[config.mk]
export PLATFORM = sky130hd
export DESIGN_NAME = fetch_unit
export DESIGN_NICKNAME = d
export VERILOG_FILES = /design/src/rtl/fetch_unit.sv
export SDC_FILE = /design/constraint.sdc
export NUM_CORES = 1
export LEC_CHECK = 0
export BUFFER_PORTS_ARGS = -buffer_cell sky130_fd_sc_hd__buf_2
export CORE_MARGIN = 4
export CORE_UTILIZATION = 52
export DETAILED_ROUTE_END_ITERATION = 10
export PLACE_DENSITY = 0.89
export SLEW_MARGIN = 20
export SYNTH_ARGS = -nofsm -noshare
export SYNTH_HDL_FRONTEND = slang
export SYNTH_SLANG_ARGS = --single-unit
export TNS_END_PERCENT = 100
[constraint.sdc]
create_clock -name clk -period 2.8 [get_ports clk]
set_input_delay 0.56 -clock clk [delete_from_list [all_inputs] [get_ports clk]]
set_output_delay 0.56 -clock clk [all_outputs]
set_load 0.01 [all_outputs]
[src/rtl/fetch_unit.sv]
// fetch_unit: instruction fetch front end.
//   Issues word-aligned fetch requests from a fetch PC, tracks requests in
//   flight, and buffers returned words with their PCs in a 2-entry FIFO that
//   feeds decode. A redirect flushes the FIFO, restarts fetch at the new PC,
//   and discards every response still in flight for the old stream.
//
// Ports:
//   clk, rst_n                      clock, synchronous active-low reset
//   imem_req_valid/ready/addr       fetch request channel (addr = fetch PC)
//   imem_resp_valid/data            in-order read response channel
//   redirect_valid/pc               taken branch/jump, new fetch address
//   inst_valid/ready                instruction handshake to decode
//   inst, inst_pc                   FIFO head: instruction word and its address
module fetch_unit #(
    parameter logic [31:0] RESET_PC = 32'h0000_0000
) (
    input  logic        clk,
    input  logic        rst_n,
    output logic        imem_req_valid,
    input  logic        imem_req_ready,
    output logic [31:0] imem_req_addr,
    input  logic        imem_resp_valid,
    input  logic [31:0] imem_resp_data,
    input  logic        redirect_valid,
    input  logic [31:0] redirect_pc,
    output logic        inst_valid,
    input  logic        inst_ready,
    output logic [31:0] inst,
    output logic [31:0] inst_pc
);

    logic [31:0] fpc_q, fpc_d;
    logic        started_q;
    logic [1:0]  out_q, out_d;
    logic [1:0]  drop_q, drop_d;
    logic [1:0]  cnt_q, cnt_d;
    logic [31:0] ifq_q [2];
    logic [31:0] ifq_d [2];
    logic [31:0] fi_q [2];
    logic [31:0] fi_d [2];
    logic [31:0] fp_q [2];
    logic [31:0] fp_d [2];

    logic        credit_ok;
    logic        req_fire;
    logic        resp_take;
    logic        resp_push;
    logic        pop;
    logic [1:0]  ifq_n;
    logic [1:0]  fifo_n;

    // Low address bits of a redirect target carry no meaning here.
    logic        unused_redirect_lsbs;
    assign unused_redirect_lsbs = &{1'b0, redirect_pc[1:0]};

    // Requests are only issued when the FIFO is guaranteed room for every
    // word in flight, so a response can always be pushed.
    always_comb begin
        credit_ok      = ({1'b0, out_q} + {1'b0, cnt_q}) < 3'd2;
        imem_req_valid = started_q && !redirect_valid && credit_ok;
        imem_req_addr  = fpc_q;
        req_fire       = imem_req_valid && imem_req_ready;
        resp_take      = imem_resp_valid && (out_q != 2'd0);
        resp_push      = resp_take && (drop_q == 2'd0) && !redirect_valid;
        inst_valid     = (cnt_q != 2'd0);
        inst           = fi_q[0];
        inst_pc        = fp_q[0];
        pop            = inst_valid && inst_ready && !redirect_valid;
    end

    always_comb begin
        fpc_d  = fpc_q;
        drop_d = drop_q;
        ifq_d  = ifq_q;
        fi_d   = fi_q;
        fp_d   = fp_q;

        // In-flight PC queue: every response (kept or dropped) retires the
        // oldest request; a new request appends behind what remains.
        ifq_n = out_q;
        if (resp_take) begin
            ifq_d[0] = ifq_q[1];
            ifq_n    = out_q - 2'd1;
        end
        if (req_fire) begin
            ifq_d[ifq_n[0]] = fpc_q;
        end
        out_d = ifq_n + (req_fire ? 2'd1 : 2'd0);

        // Everything still in flight after this cycle belongs to the old
        // stream once a redirect is seen.
        if (redirect_valid) begin
            drop_d = ifq_n;
        end else if (resp_take && (drop_q != 2'd0)) begin
            drop_d = drop_q - 2'd1;
        end

        // Output FIFO, head at index 0; pop shifts before the push lands.
        fifo_n = cnt_q;
        if (pop) begin
            fi_d[0] = fi_q[1];
            fp_d[0] = fp_q[1];
            fifo_n  = cnt_q - 2'd1;
        end
        if (resp_push) begin
            fi_d[fifo_n[0]] = imem_resp_data;
            fp_d[fifo_n[0]] = ifq_q[0];
        end
        cnt_d = redirect_valid ? 2'd0 : fifo_n + (resp_push ? 2'd1 : 2'd0);

        if (redirect_valid) begin
            fpc_d = {redirect_pc[31:2], 2'b00};
        end else if (req_fire) begin
            fpc_d = fpc_q + 32'd4;
        end
    end

    always_ff @(posedge clk) begin
        if (!rst_n) begin
            fpc_q     <= RESET_PC;
            started_q <= 1'b0;
            out_q     <= '0;
            drop_q    <= '0;
            cnt_q     <= '0;
            for (int unsigned i = 0; i < 2; i++) begin
                ifq_q[i] <= '0;
                fi_q[i]  <= '0;
                fp_q[i]  <= '0;
            end
        end else begin
            fpc_q     <= fpc_d;
            started_q <= 1'b1;
            out_q     <= out_d;
            drop_q    <= drop_d;
            cnt_q     <= cnt_d;
            ifq_q     <= ifq_d;
            fi_q      <= fi_d;
            fp_q      <= fp_d;
        end
    end

endmodule

Yosys cells after proc, flatten, opt, wreduce, memory -nomap -nowiden:

Index checks and enable logic that the tools add are counted.

* flip-flop bits (word level): 231
* bits of input ports: 70
* output and inout port bits: 98

* $add $sub $neg: 7
* order comparisons: 5
* multiplexer cells: 22
* bitwise logic cells: 3
* reduce and logical (&&, ||, !) cells: 19

Operators by type and width (number)
* $mux W32: 7
* $bwmux W64: 3
* $mux W64: 3
* $demux W32 S1: 2
* $add A32 B3 Y32 const B: 1
* $logic_and A1 B1 Y1: 11
* $reduce_bool A2 Y1: 5
* $mux W2: 4
* $sub A2 B1 Y2 const B: 3
* $add A2 B1 Y2: 2
* $ge A2 B2 Y1 const B: 2
* $lt A2 B1 Y1 const B: 2
* $not A1 Y2: 2
* $add A2 B2 Y3: 1
* $lt A3 B2 Y1 const B: 1
* $mux W1: 3
* $logic_not A2 Y1: 1
* $reduce_or A2 Y1: 1
* $logic_not A1 Y1: 1
* $not A1 Y1: 1

Depth between registers and ports, before layout:

Gate-level depths: netlist of the first run.

* word-level depth: 11
* depth in mapped cells: 13

Worst setup path before layout of the first run:

OpenSTA, ideal clock, no wires.

* path type: register to register
* start: register out_q[0]
* end: register (tool-made name)
* arrival time: 2.973 ns
* data required time: 2.683 ns
* slack: -0.290 ns
* stages on the path, launching flop included: 12
* clock period less this slack: 3.090 ns
* cells stage by stage: dfxtp_1 inv_1 nor2_1 fa_1 nor4b_1 nand2_1 inv_1 ha_1 clkbuf_1 clkbuf_1 mux2i_1 nor2b_1

RTL lines
* from (decl): line 34 `logic [1:0] out_q, out_d;`
* from (signal assigned): line 133 `out_q <= out_d;`

Final worst setup path of the first run:

* start: register cnt_q[0]
* end: output imem_req_valid

* longest elaborated chain between the ends: 3

RTL lines
* from (decl): line 36 `logic [1:0] cnt_q, cnt_d;`
* from (signal assigned): line 135 `cnt_q <= cnt_d;`
* $add A2 B2 Y3: line 59 `credit_ok = ({1'b0, out_q} + {1'b0, cnt_q}) < 3'd2;`
* $lt A3 B2 Y1: line 59
* $logic_and A1 B1 Y1: line 60 `imem_req_valid = started_q && !redirect_valid && credit_ok;`
* to (decl): line 19 `output logic imem_req_valid,`

No other way between the ends.

==> results_dict.tcl, run 1 <==
set metrics [dict create \
    outcome "finished clean" \
    vias 8524 \
    final_hold_viol_count 0 \
    setup_slack_ps 159 \
    p_int_w 0.00637 \
    start_util 0.535 \
    slew_violations 0 \
    grt_antenna_before_repair 3 \
    synthCells 1126 \
    fin_util 0.602 \
    p_seq_frac 0.418 \
    holdCritPathClass "input port to flip-flop" \
    final_net_count 1255 \
    clock_power_share 0.346 \
    synth_top_area_cell "dfxtp_1" \
    ctsHtreeMaxLevel 1 \
    comb_power_share 0.236 \
    clk_pin_slew_ps 60 \
    netSwitchingPower_w 0.00277 \
    use_met3 0.0447 \
    cts_setup_buffers 0 \
    grt_pass1_wl_um 44400 \
    root_buffer "clkbuf_16" \
    track_usage 0.224 \
    drive_gt1_frac 0.205 \
    swShare 0.303 \
    gr-max-usage-layer "met2" \
    cp.required_ps 2240 \
    via_per_inst 5.82 \
    final.period_utilization 0.943 \
    fin_worst_skew_ps 26.5 \
    die_y_um 153 \
    synth-main-ff-cell "dfxtp_1" \
    min_path_cells 2 \
    die_width_um 153 \
    fmaxAchievable_ghz 0.379 \
    timing.reg2reg.setup_slack_ps 180 \
    cts_repair_resize_count 0 \
    postRouteAntennaNets 0 \
    start_kind "flip-flop" \
    post-route-min-period_ps 2640 \
    cap_viol_max_count 0 \
    yosysSeqAreaShare 0.418 \
    clk_latency_ps 510 \
    power.density_nw_per_um2 740 \
    worstSetupPathType "flip-flop to primary output" \
    postRouteWirelength_um 27300 \
    ys_types 55 \
    register_area_um2 4580 \
    cp_max_fo 3 \
    synthArstFlopShare 0 \
    post-place-ws_ps 214 \
    area_delta_synth_final_pct 12.5 \
    synth.area.top_cells "dfxtp_1 (42%), mux2i_1 (17%), o211a_1 (9.0%), o21ai_0 (5.7%), nor2b_1 (5.6%)" \
    grtUsageMet2 0.375 \
    coreArea_um2 20500 \
    cp-end-kind "primary output" \
    grt.met1_usage 0.286 \
    overflow 0 \
    drt_pre_antenna_iters 5 \
    drc 0 \
    synth_warnings 0 \
    drtIter0Drc 743 \
    postCtsHoldBufs 0 \
    die_area_um2 23500 \
    layout_common_cells "dfxtp_1 (229), mux2i_1 (190), buf_2 (162)" \
    nFillCells 1663 \
    grt_max_degree 150 \
    multi_input_comb_area_um2 5480 \
    final_common_cell "dfxtp_1" \
    r2r_cells 8 \
    netlist_area_um2 11000 \
    wl_per_cell_um 18.7 \
    cts_sinks 229 \
    port_buffers 163 \
    synth.ff_latch_count 229 \
    relSlewSlack 0.507 \
    gp_congestion 0.905 \
    cts_tree "done" \
    max-vdd-ir-drop_mv 0.458 \
    rsz0062_at_grt "no" \
    clk_path_buf_depth 3 \
    cts_made_buffers 25 \
    synth_top_area_frac 0.418 \
    final-setup-viol-count 0 \
    dpl.hpwl_um 17100 \
    grt_pass1_vias 8619 \
    tightest_slew_ps 740 \
    power.leakage_nw 5.40 \
    syn_avg_cell_area_um2 9.74 \
    ios 168 \
    rows 52 \
    synth_edf_count 0 \
    cp.arrival_ps 2080 \
]
-- Yosys cell counts, types with 2 or more instances --
library cell	count
clkbuf_1	77
nand2_1	42
xor2_1	3
nor3_1	9
dfxtp_1	229
a21bo_2	2
ha_1	6
or4_1	4
buf_2	15
buf_1	4
nor4_1	11
or3_1	6
o21ai_0	125
o211ai_1	3
and2_1	4
buf_4	67
a31oi_1	6
a211o_1	4
a21oi_1	12
o211a_1	99
nor2_1	10
nand2b_1	9
nor3b_1	2
o21a_1	2
mux2i_1	190
nand3_1	17
or4_4	2
nor2b_1	98
and4_1	2
nand4_1	11
xnor2_1	13
clkbuf_2	2
inv_1	16
a211oi_1	3
-- logic make-up (layout without fill, tap and decap cells) --
logic type      Yosys count  after routing  share of synthesized area
fa+ha+maj                 7              7                    0.00867
xor+xnor                 16             16                     0.0128
buf+inv                 181            248                     0.0868
simple gates            239            239                      0.128
mux                     191            191                      0.174
compound gates          262            262                      0.172
other cells               1              3                   0.000342
flops                   229            229                      0.418
-- power by group through the flow --
stage / sequential [W] / combinational, W / clock, W
2_1_floorplan: 0.00382 / 0.00166 / 0
3_3_place_gp: 0.00387 / 0.00203 / 0
3_5_place_dp: 0.00389 / 0.00213 / 0
4_1_cts: 0.00382 / 0.00215 / 0.00321
5_1_grt: 0.00386 / 0.00235 / 0.00338
6_report: 0.00382 / 0.00215 / 0.00316
-- per-layer routing --
layer  up-vias  part of all wire
met5         -           0.00099
li1       4054                 -
met3        77             0.068
met1      4061              0.42
met4         4             0.031
met2       328              0.48
-- cell type report --
cell class | count | share of cell area
repair buffers | 189 | 0.0875
well taps | 270 | 0.0274
clock buffers | 39 | 0.0622
clock inverters | 4 | 0.00243
diodes | 1 | 0.000203
flip-flops and latches | 229 | 0.371
inverters | 16 | 0.00487
multi-input cells | 717 | 0.444
-- per-stage QoR --
stage | hold slack, ps | instance area (um^2) | power (W) | TNS [ps] | std cells
2_1_floorplan | 409 | 11000 | 0.00548 | -3190 | 1127
3_3_place_gp | 416 | 11500 | 0.00590 | 0 | 1421
3_5_place_dp | 428 | 11500 | 0.00602 | 0 | 1421
4_1_cts | 258 | 12300 | 0.00918 | 0 | 1464
5_1_grt | 268 | 12300 | 0.00958 | 0 | 1465
6_report | 266 | 12300 | 0.00913 | 0 | 1465
-- final timing paths --
path,startpoint,endpoint
worst min-delay path,redirect_pc[2],imem_req_addr[2]$_SDFFE_PN0P_
worst min register to register,ifq_q[0]$_SDFFE_PN0N_,ifq_q[0]$_SDFFE_PN0N_
worst max register to register,cnt_q[0]$_SDFF_PP0_,imem_req_addr[13]$_SDFFE_PN0P_
worst max-delay path,cnt_q[0]$_SDFF_PP0_,imem_req_valid
-- worst max-delay path, stage by stage (launching register included) --
cell,delay (ps)
dfxtp_1,310
inv_1,80
nor2_1,150
fa_1,470
nor4b_2,330
buf_2,210
No activity file was read; power rests on OpenSTA's default activity.
==> run 2: changes to the inputs <==
--- a/config.mk
+++ b/config.mk
@@ -9,7 +9,7 @@
 export CORE_MARGIN = 4
 export CORE_UTILIZATION = 52
 export DETAILED_ROUTE_END_ITERATION = 10
-export PLACE_DENSITY = 0.89
+export PLACE_DENSITY = 0.82
 export SLEW_MARGIN = 20
 export SYNTH_ARGS = -nofsm -noshare
 export SYNTH_HDL_FRONTEND = slang
==> run 2 against run 1 <==
  * Combinational power about the same
  * Clock-buffer cell count down 3
  * Total power up 0.40%
  * Register-to-register slack better by 50 ps
  * Clock power up 2%
  * Wire length down 0.89%
  * Fmax up 1.4%
  * Sequential cell count unchanged
  * Highest routed layer unchanged
==> results_dict.tcl, run 2 (synthesis gave the netlist of run 1 again) <==
set metrics [dict create \
    power.leakage_nw 5.41 \
    fin_worst_skew_ps 10.8 \
    worstSetupStartpoint "cnt_q[0]$_SDFF_PP0_" \
    drt_pre_antenna_iters 5 \
    drive_gt1_frac 0.208 \
    start_kind "flip-flop" \
    cts_repair_resize_count 0 \
    cap_viol_max_count 0 \
    grt_antenna_before_repair 2 \
    cp.required_ps 2240 \
    die_area_um2 23500 \
    rows 52 \
    clk_path_buf_depth 3 \
    fin_util 0.604 \
    drc 0 \
    area_delta_synth_final_pct 12.7 \
    postCtsHoldBufs 0 \
    ctsHtreeMaxLevel 1 \
    root_buffer "clkbuf_16" \
    hold_start "redirect_pc[2]" \
    cts_sinks 229 \
    clk_latency_ps 510 \
    relSlewSlack 0.497 \
    holdCritPathClass "input port to flip-flop" \
    stdcell_count 1468 \
    via_per_inst 5.80 \
    coreArea_um2 20500 \
    cts_setup_buffers 0 \
    wl_per_cell_um 18.5 \
    final.period_utilization 0.930 \
    grt_pass1_wl_um 43300 \
    slowest_delay_ps 470 \
    ios 168 \
    postRouteWirelength_um 27100 \
    gp_congestion 0.905 \
    overflow 0 \
    rsz0062_at_grt "no" \
    post-route-min-period_ps 2600 \
    final_common_cell "dfxtp_1" \
    power.density_nw_per_um2 741 \
    finalHoldWorstSlack_ps 298 \
    path_buf_inv 2 \
    grt_max_degree 84 \
    postRouteAntennaNets 0 \
    vias 8509 \
    final-setup-viol-count 0 \
    die_y_um 153 \
    start_util 0.535 \
    slew_violations 0 \
    grt_pass1_vias 8285 \
    cp_max_fo 3 \
    nFillCells 1701 \
    cts_made_buffers 25 \
    die_width_um 153 \
    finalPower_w 0.00917 \
    register_area_um2 4580 \
    r2r-start "cnt_q[0]$_SDFF_PP0_" \
    clk_pin_slew_ps 60 \
    cts_tree "done" \
    max-vdd-ir-drop_mv 0.439 \
    port_buffers 163 \
    drtIter0Drc 692 \
    track_usage 0.219 \
    dpl.hpwl_um 17100 \
    worstSetupPathType "flip-flop to primary output" \
    final_net_count 1257 \
    layout_common_cells "dfxtp_1 (229), mux2i_1 (190), buf_2 (162)" \
    outcome "finished clean" \
    antenna_cells 0 \
    path_delay_family "adder cells" \
    cp_cell_sequence "inv_1 -> nor2_1 -> fa_1 -> nor4b_2 -> buf_2" \
    cp.arrival_ps 2040 \
    tightest_slew_ps 755 \
    fmaxAchievable_ghz 0.384 \
    placed_cells 1423 \
    cp-end-kind "primary output" \
    final_hold_viol_count 0 \
    crit_path_top_delay_cell "fa_1" \
    multi_input_comb_area_um2 5480 \
]
-- run 2: cell types whose count changed in the layout (fill, tap and decap cells not counted), sizes merged --
cell	previous run	this run
clkinv	2	6
clkbuf	39	36
buf	189	191
clkinvlp	0	2
inv	18	16
bufinv	0	1
diode	1	0
-- run 2: worst paths after layout --
check                                       end  slack [ps]  cells after the start
setup reg to reg                      flip-flop         230                     10
hold reg to reg           ifq_q[0]$_SDFFE_PN0N_         430                      2
setup / recovery                 imem_req_valid         200                      5
hold / removal    imem_req_addr[2]$_SDFFE_PN0P_         300                      2
-- run 2: report_power, final --
part | internal [W] | switching, W | total [W]
sequential | 0.00358 | 0.000241 | 0.00382
combinational | 0.000908 | 0.00123 | 0.00214
clock | 0.00190 | 0.00131 | 0.00321
-- run 2: final cells by class --
type / instances / area share
Timing Repair Buffer: 191 / 0.0885
Multi-Input combinational cell: 717 / 0.443
Tap cell: 270 / 0.0273
Clock buffer: 36 / 0.0588
Inverter: 16 / 0.00485
Clock inverter: 9 / 0.00698
Sequential cell: 229 / 0.371
-- run 2: metal layers --
metal | vias up | share of wire | GRT usage
met5 | - | 0.00078 | 0
met4 | 4 | 0.027 | 0.0802
met3 | 58 | 0.067 | 0.0441
met2 | 270 | 0.47 | 0.367
met1 | 4111 | 0.43 | 0.281
li1 | 4066 | - | -
-- run 2: stage by stage --
step / setup WS (ps) / instance area (um^2) / setup TNS, ps
floorplan: -159 / 11000 / -3190
global placement: 334 / 11600 / 0
detailed placement: 260 / 11600 / 0
CTS: 161 / 12400 / 0
global route: 17.0 / 12400 / 0
finish: 195 / 12400 / 0
-- run 2: worst register-to-register path, stage by stage, from the launching register on --
cell and delay (ps):
dfxtp_1 310, inv_1 80, nor2_1 140, fa_1 470, nor4b_2 320, nand2_1 110, inv_1 160, ha_2 200
buf_4 340, mux2i_1 270, nor2b_1 60
